<file path="config.mk">
export PLATFORM = sky130hd
export DESIGN_NAME = aes_master_ctrl
export DESIGN_NICKNAME = d
export VERILOG_FILES = /design/src/rtl/aes_master_ctrl.sv
export SDC_FILE = /design/constraint.sdc
export NUM_CORES = 1
export LEC_CHECK = 0
export ABC_AREA = 1
export CAP_MARGIN = 15
export CORE_UTILIZATION = 35
export DETAILED_ROUTE_END_ITERATION = 8
export SLEW_MARGIN = 20
export SYNTH_ARGS = -nofsm -noshare
export SYNTH_HDL_FRONTEND = slang
export SYNTH_SLANG_ARGS = --single-unit
</file>
<file path="constraint.sdc">
create_clock -name mclk -period 2.3 [get_ports mclk]
set_clock_uncertainty 0.05 [all_clocks]
set_input_delay 0.23 -clock mclk [delete_from_list [all_inputs] [get_ports mclk]]
set_output_delay 0.23 -clock mclk [all_outputs]
set_load 0.03 [all_outputs]
</file>
<file path="src/rtl/aes_master_ctrl.sv">
`default_nettype none
// ---------------------------------------------------------------------------
// aes_master_ctrl : sequencer in front of key expansion and block encryption
// Rev 1.0
// ---------------------------------------------------------------------------
module aes_master_ctrl #(
  parameter int TIMEOUT = 1024,
  parameter int CNT_W   = 16
) (
  input  logic             mclk,
  input  logic             arst_n,
  input  logic             key_req,
  input  logic [1:0]       key_len,
  output logic             key_ack,
  input  logic             pt_req,
  output logic             pt_ack,
  output logic             start_exp,
  output logic             start_enc,
  output logic             keylength128,
  output logic             keylength192,
  output logic             keylength256,
  input  logic             busy_exp,
  input  logic             busy_enc,
  input  logic             ciphertext_dv,
  output logic             key_valid,
  output logic             ctrl_busy,
  output logic             err,
  output logic [1:0]       err_code,
  output logic [CNT_W-1:0] blocks_done
);

  typedef enum logic [2:0] {
    IDLE      = 3'd0,
    EXP_ARM   = 3'd1,
    EXP_GUARD = 3'd2,
    EXP_WAIT  = 3'd3,
    ENC_ARM   = 3'd4,
    ENC_GUARD = 3'd5,
    ENC_WAIT  = 3'd6
  } state_t;

  localparam int WD_W = $clog2(TIMEOUT + 1);

  state_t           state_q, state_d;
  logic [WD_W-1:0]  wd_q, wd_d;
  logic             key_ack_q, key_ack_d;
  logic             pt_ack_q, pt_ack_d;
  logic             start_exp_q, start_exp_d;
  logic             start_enc_q, start_enc_d;
  logic [2:0]       kl_q, kl_d;
  logic             key_valid_q, key_valid_d;
  logic             ctrl_busy_q, ctrl_busy_d;
  logic             err_q, err_d;
  logic [1:0]       err_code_q, err_code_d;
  logic [CNT_W-1:0] blocks_q, blocks_d;
  logic             wd_expired;

  assign wd_expired = (wd_q == WD_W'(TIMEOUT - 1));

  always_comb begin
    state_d     = state_q;
    wd_d        = wd_q;
    key_ack_d   = 1'b0;
    pt_ack_d    = 1'b0;
    start_exp_d = 1'b0;
    start_enc_d = 1'b0;
    kl_d        = kl_q;
    key_valid_d = key_valid_q;
    err_d       = 1'b0;
    err_code_d  = err_code_q;
    blocks_d    = blocks_q;

    case (state_q)
      IDLE: begin
        // A request acked from IDLE in the previous cycle is still held high
        // by its requester; skip arbitration for that one cycle.
        if (!(key_ack_q || pt_ack_q)) begin
          if (key_req) begin
            key_ack_d = 1'b1;
            if (key_len == 2'b11) begin
              err_d      = 1'b1;
              err_code_d = 2'b01;
            end else begin
              start_exp_d = 1'b1;
              key_valid_d = 1'b0;
              state_d     = EXP_ARM;
              case (key_len)
                2'b00:   kl_d = 3'b001;
                2'b01:   kl_d = 3'b010;
                default: kl_d = 3'b100;
              endcase
            end
          end else if (pt_req) begin
            pt_ack_d = 1'b1;
            if (key_valid_q) begin
              start_enc_d = 1'b1;
              state_d     = ENC_ARM;
            end else begin
              err_d      = 1'b1;
              err_code_d = 2'b10;
            end
          end
        end
      end
      EXP_ARM:   state_d = EXP_GUARD;
      EXP_GUARD: begin
        state_d = EXP_WAIT;
        wd_d    = '0;
      end
      EXP_WAIT: begin
        if (!busy_exp) begin
          key_valid_d = 1'b1;
          state_d     = IDLE;
        end else if (wd_expired) begin
          err_d       = 1'b1;
          err_code_d  = 2'b11;
          key_valid_d = 1'b0;
          state_d     = IDLE;
        end else begin
          wd_d = wd_q + WD_W'(1);
        end
      end
      ENC_ARM:   state_d = ENC_GUARD;
      ENC_GUARD: begin
        state_d = ENC_WAIT;
        wd_d    = '0;
      end
      ENC_WAIT: begin
        if (ciphertext_dv || !busy_enc) begin
          blocks_d = blocks_q + CNT_W'(1);
          state_d  = IDLE;
        end else if (wd_expired) begin
          err_d       = 1'b1;
          err_code_d  = 2'b11;
          key_valid_d = 1'b0;
          state_d     = IDLE;
        end else begin
          wd_d = wd_q + WD_W'(1);
        end
      end
      default: state_d = IDLE;
    endcase

    ctrl_busy_d = (state_d != IDLE);
  end

  always_ff @(posedge mclk) begin
    if (!arst_n) begin
      state_q     <= IDLE;
      wd_q        <= '0;
      key_ack_q   <= 1'b0;
      pt_ack_q    <= 1'b0;
      start_exp_q <= 1'b0;
      start_enc_q <= 1'b0;
      kl_q        <= 3'b001;
      key_valid_q <= 1'b0;
      ctrl_busy_q <= 1'b0;
      err_q       <= 1'b0;
      err_code_q  <= 2'b00;
      blocks_q    <= '0;
    end else begin
      state_q     <= state_d;
      wd_q        <= wd_d;
      key_ack_q   <= key_ack_d;
      pt_ack_q    <= pt_ack_d;
      start_exp_q <= start_exp_d;
      start_enc_q <= start_enc_d;
      kl_q        <= kl_d;
      key_valid_q <= key_valid_d;
      ctrl_busy_q <= ctrl_busy_d;
      err_q       <= err_d;
      err_code_q  <= err_code_d;
      blocks_q    <= blocks_d;
    end
  end

  assign key_ack      = key_ack_q;
  assign pt_ack       = pt_ack_q;
  assign start_exp    = start_exp_q;
  assign start_enc    = start_enc_q;
  assign keylength128 = kl_q[0];
  assign keylength192 = kl_q[1];
  assign keylength256 = kl_q[2];
  assign key_valid    = key_valid_q;
  assign ctrl_busy    = ctrl_busy_q;
  assign err          = err_q;
  assign err_code     = err_code_q;
  assign blocks_done  = blocks_q;

endmodule
`default_nettype wire

</file>
==> results_dict.tcl <==
set metrics [dict create \
    worst_setup_hold_path_clk_slew_ns 0.08 \
    timing.slew.headroom 0.602 \
    dieWidth_um 81.3 \
    transition_time_of_the_tightest_slew_check_pin_ns 0.597 \
    min_delay_worst_endpoint "kl_q[0]" \
    area_growth_pct 24.1 \
    clock_insertion_delay_worst_skew_ns 0.29 \
    ctsRootBufferMaster "sky130_fd_sc_hd__clkbuf_8" \
    ctsHtreeMaxLevel 2 \
    static-leakage-power_nw 1.07 \
    number_of_buffers_inserted_to_repair_setup_after_cts 0 \
    floorplan.die_area_um2 6610 \
    cts.sink_count 42 \
    period_share 0.839 \
    min_path_type "reg -> reg" \
    grt_pass1_wl_um 9030 \
    core.rowCount 28 \
    cts_tree "built" \
    synth_flop_cell "sky130_fd_sc_hd__dfxtp_1" \
    chipHeight_um 81.3 \
    wirelength_um 5300 \
    grt_usage 0.178 \
    share_of_the_synthesized_area_in_compound_gates_ao_oa_aoi_oai 0.103 \
    number_of_instances_on_the_worst_hold_path 2 \
    buffer_ports.inserted 36 \
    crit_slowest_cell "sky130_fd_sc_hd__dfxtp_1" \
    met3_usage 0.0371 \
    global_route.overflow_total 0 \
    fin_tns_setup_ns 0 \
    initial_core_util 0.368 \
    library_cell_appearing_most_often_on_the_critical_path "sky130_fd_sc_hd__nand2_1" \
    worstPathRequired_ns 2.44 \
    synth_top_family_by_area "simple AND/OR/NAND/NOR gates" \
    place_congestion 0.863 \
    synth_largest_type_area_fraction 0.382 \
    synth.area.mux_share 0 \
    worst-path-max-fanout 11 \
    synth_area_leader_cell "sky130_fd_sc_hd__dfxtp_1" \
    antenna_left 0 \
    antenna-diode-count 0 \
    worst_setup_startpoint "wd_q[0]" \
    synth.yosys.seq_area_share 0.382 \
    cts_resized 0 \
    yosys.area_share.adder 0.0114 \
    ctsLongestPathBuffers 2 \
    vias_per_std_cell 4.88 \
    cp.buffers_inverters 0 \
    crit_end_element "flip-flop" \
    grt_start_max_net_pins 17 \
    clock_buffer_count_from_cts 5 \
    grt_use_met1 0.236 \
    ios 37 \
    max_freq_mhz 519 \
    yosys_warnings 0 \
    floorplan.core_area_um2 5990 \
    reg2reg_to "wd_q[6]" \
    yosys_reg_bits 42 \
    initialDrtViolationCount 104 \
    synth_top_cells_by_count "89 x sky130_fd_sc_hd__nand2_1, 42 x sky130_fd_sc_hd__dfxtp_1, 40 x sky130_fd_sc_hd__nor2_1" \
    outcome "complete, no violations" \
    post_drt_wl_per_cell_um 11.8 \
    worst-r2r-setup-slack_ns 0.37 \
    top_usage_layer "met2" \
    ys_top_cells_by_area "sky130_fd_sc_hd__dfxtp_1 38%, sky130_fd_sc_hd__nand2_1 15%, sky130_fd_sc_hd__nor2_1 6.8%, sky130_fd_sc_hd__inv_1 6.3%, sky130_fd_sc_hd__nand3_1 5.9%" \
    drt_first_pass_iters 4 \
    cp_top_family "simple AND/OR/NAND/NOR gates" \
    setup-violations-final 0 \
    rr_worst_depth 10 \
    routed-via-count 2189 \
    globalRouteMet2Util 0.280 \
    path_class "reg -> reg" \
    synthesis.area_um2 2200 \
    power.density_nw_per_um2 579 \
    antenna_violations_before_repair 0 \
    mappedNetlistNets 345 \
    fin_nets 385 \
    timing.critical_path.from_type "flip-flop" \
    synth_area_per_cell_um2 6.59 \
    synth.distinct_cells 30 \
    cts_hold_repair.buffers 0 \
    synth_most_common_cell "sky130_fd_sc_hd__nand2_1" \
    finalHoldViolCount 0 \
    synthCells 334 \
    timing_max_transition_violations_final 0 \
    post_route_cells_drive_above_1_share 0.0588 \
    rsz0062_at_grt "no" \
    dp_hpwl_um 3950 \
    period_needed_ns 1.93 \
    synth_xor_area_frac 0.0159 \
    synth-edff-count 0 \
    finish.utilization 0.456 \
    slowest_delay_ns 0.46 \
    nFillCells 608 \
    min-delay-start "kl_q[0]" \
    maxCapViolations 0 \
    ys_async_sr_fraction 0 \
    worstPathCellList "ha_1 > nand2_1 > nor2_2 > nand3_2 > nand2_2 > nand2_1 > nand2_1 > nand2_1 > nand2_1 > nor2_1" \
    route.detailed.drc 0 \
    cp.arrival_ns 2.07 \
    timing.rr.start "wd_q[0]" \
    vias_in_the_first_global_route 2011 \
    post_synth_simple_gate_area 0.401 \
    peakVddDrop_v 0.000638 \
]
-- where the power goes --
part | internal, mW | switching (mW) | leakage, nW
clock | 0.209 | 0.242 | 0.0383
sequential | 0.769 | 0.0334 | 0.341
combinational | 0.123 | 0.204 | 0.687
total | 1.10 | 0.479 | 1.07
-- worst max-delay path by stage --
stage                      endpoint  slack [ns]  cells after the start
CTS                         wd_q[6]        0.40                     10
global placement            wd_q[6]        0.40                     10
detailed placement          wd_q[6]        0.36                     10
floorplan           blocks_done[10]        0.57                      8
finish                      wd_q[6]        0.37                     10
global route                wd_q[6]        0.18                     10
-- flip-flops by register name, summed over array words and instances, names as in the netlist --
| name | cells |
|---|---|
| err_code | 2 |
| key_valid | 1 |
| kl_q | 3 |
| pt_ack | 1 |
| blocks_done | 16 |
| key_ack | 1 |
| wd_q | 11 |
| ctrl_busy | 1 |
| start_enc | 1 |
| start_exp | 1 |
| state_q | 3 |
| err | 1 |
-- cells in the final DEF, fill, tap and decap left out --
master and count:
sky130_fd_sc_hd__ha_1 2, sky130_fd_sc_hd__o31ai_1 1, sky130_fd_sc_hd__nand3_1 26, sky130_fd_sc_hd__dfxtp_1 42
sky130_fd_sc_hd__nor2_2 5, sky130_fd_sc_hd__nor3b_1 2, sky130_fd_sc_hd__nor2_1 40, sky130_fd_sc_hd__nand3_2 1
sky130_fd_sc_hd__nand2_1 89, sky130_fd_sc_hd__and2_1 3, sky130_fd_sc_hd__clkdlybuf4s50_1 36, sky130_fd_sc_hd__nand2_2 1
sky130_fd_sc_hd__nand4_1 11, sky130_fd_sc_hd__nor3_1 7, sky130_fd_sc_hd__nor3_2 2, sky130_fd_sc_hd__clkbuf_8 5
sky130_fd_sc_hd__o21ai_0 14, sky130_fd_sc_hd__inv_4 1, sky130_fd_sc_hd__or2_2 1, sky130_fd_sc_hd__inv_1 37
sky130_fd_sc_hd__nand3b_1 6, sky130_fd_sc_hd__xnor2_1 3, sky130_fd_sc_hd__a21oi_1 24, sky130_fd_sc_hd__a22oi_1 2
sky130_fd_sc_hd__and2_0 1, sky130_fd_sc_hd__o21bai_1 1, sky130_fd_sc_hd__nor4_1 1, sky130_fd_sc_hd__buf_4 6
sky130_fd_sc_hd__o21a_1 1, sky130_fd_sc_hd__xor2_1 1, sky130_fd_sc_hd__clkbuf_1 2
-- layout make-up --
type	instances	area, um2	area share
Multi-Input combinational cell	245	1170	0.429
Sequential cell	42	841	0.308
Timing Repair Buffer	42	405	0.148
Inverter	38	145	0.0531
Tap cell	75	93.8	0.0343
Clock buffer	7	76.3	0.0279
-- per-stage QoR --
step / hold WS, ns / cell area (um2) / worst slack [ns] / instances / power [mW]
floorplan: 0.283 / 2200 / 0.568 / 334 / 1.03
global placement: 0.411 / 2660 / 0.403 / 442 / 1.15
detailed placement: 0.418 / 2660 / 0.361 / 442 / 1.15
CTS: 0.438 / 2730 / 0.396 / 449 / 1.60
global route: 0.471 / 2730 / 0.184 / 449 / 1.66
finish: 0.429 / 2730 / 0.371 / 449 / 1.58
-- tightest hold or removal path: stages, from the launching register on --
cell and delay (ns):
sky130_fd_sc_hd__dfxtp_1 0.33, sky130_fd_sc_hd__a21oi_1 0.06, sky130_fd_sc_hd__o31ai_1 0.06
-- cells by family after synthesis --
group / count (synthesis)
AO/OA/AOI/OAI: 43
XOR/XNOR: 4
adder cells (fa/ha/maj): 2
buffers and inverters: 47
flip-flops: 42
AND/OR/NAND/NOR: 196
-- per-layer routing --
metal / wire [um] / vias to the layer above
li1: - / 1159
met3: 227 / 5
met5: 0 / -
met2: 2360 / 47
met1: 2640 / 978
met4: 65 / 0
Power figures use the tool's default switching activity.
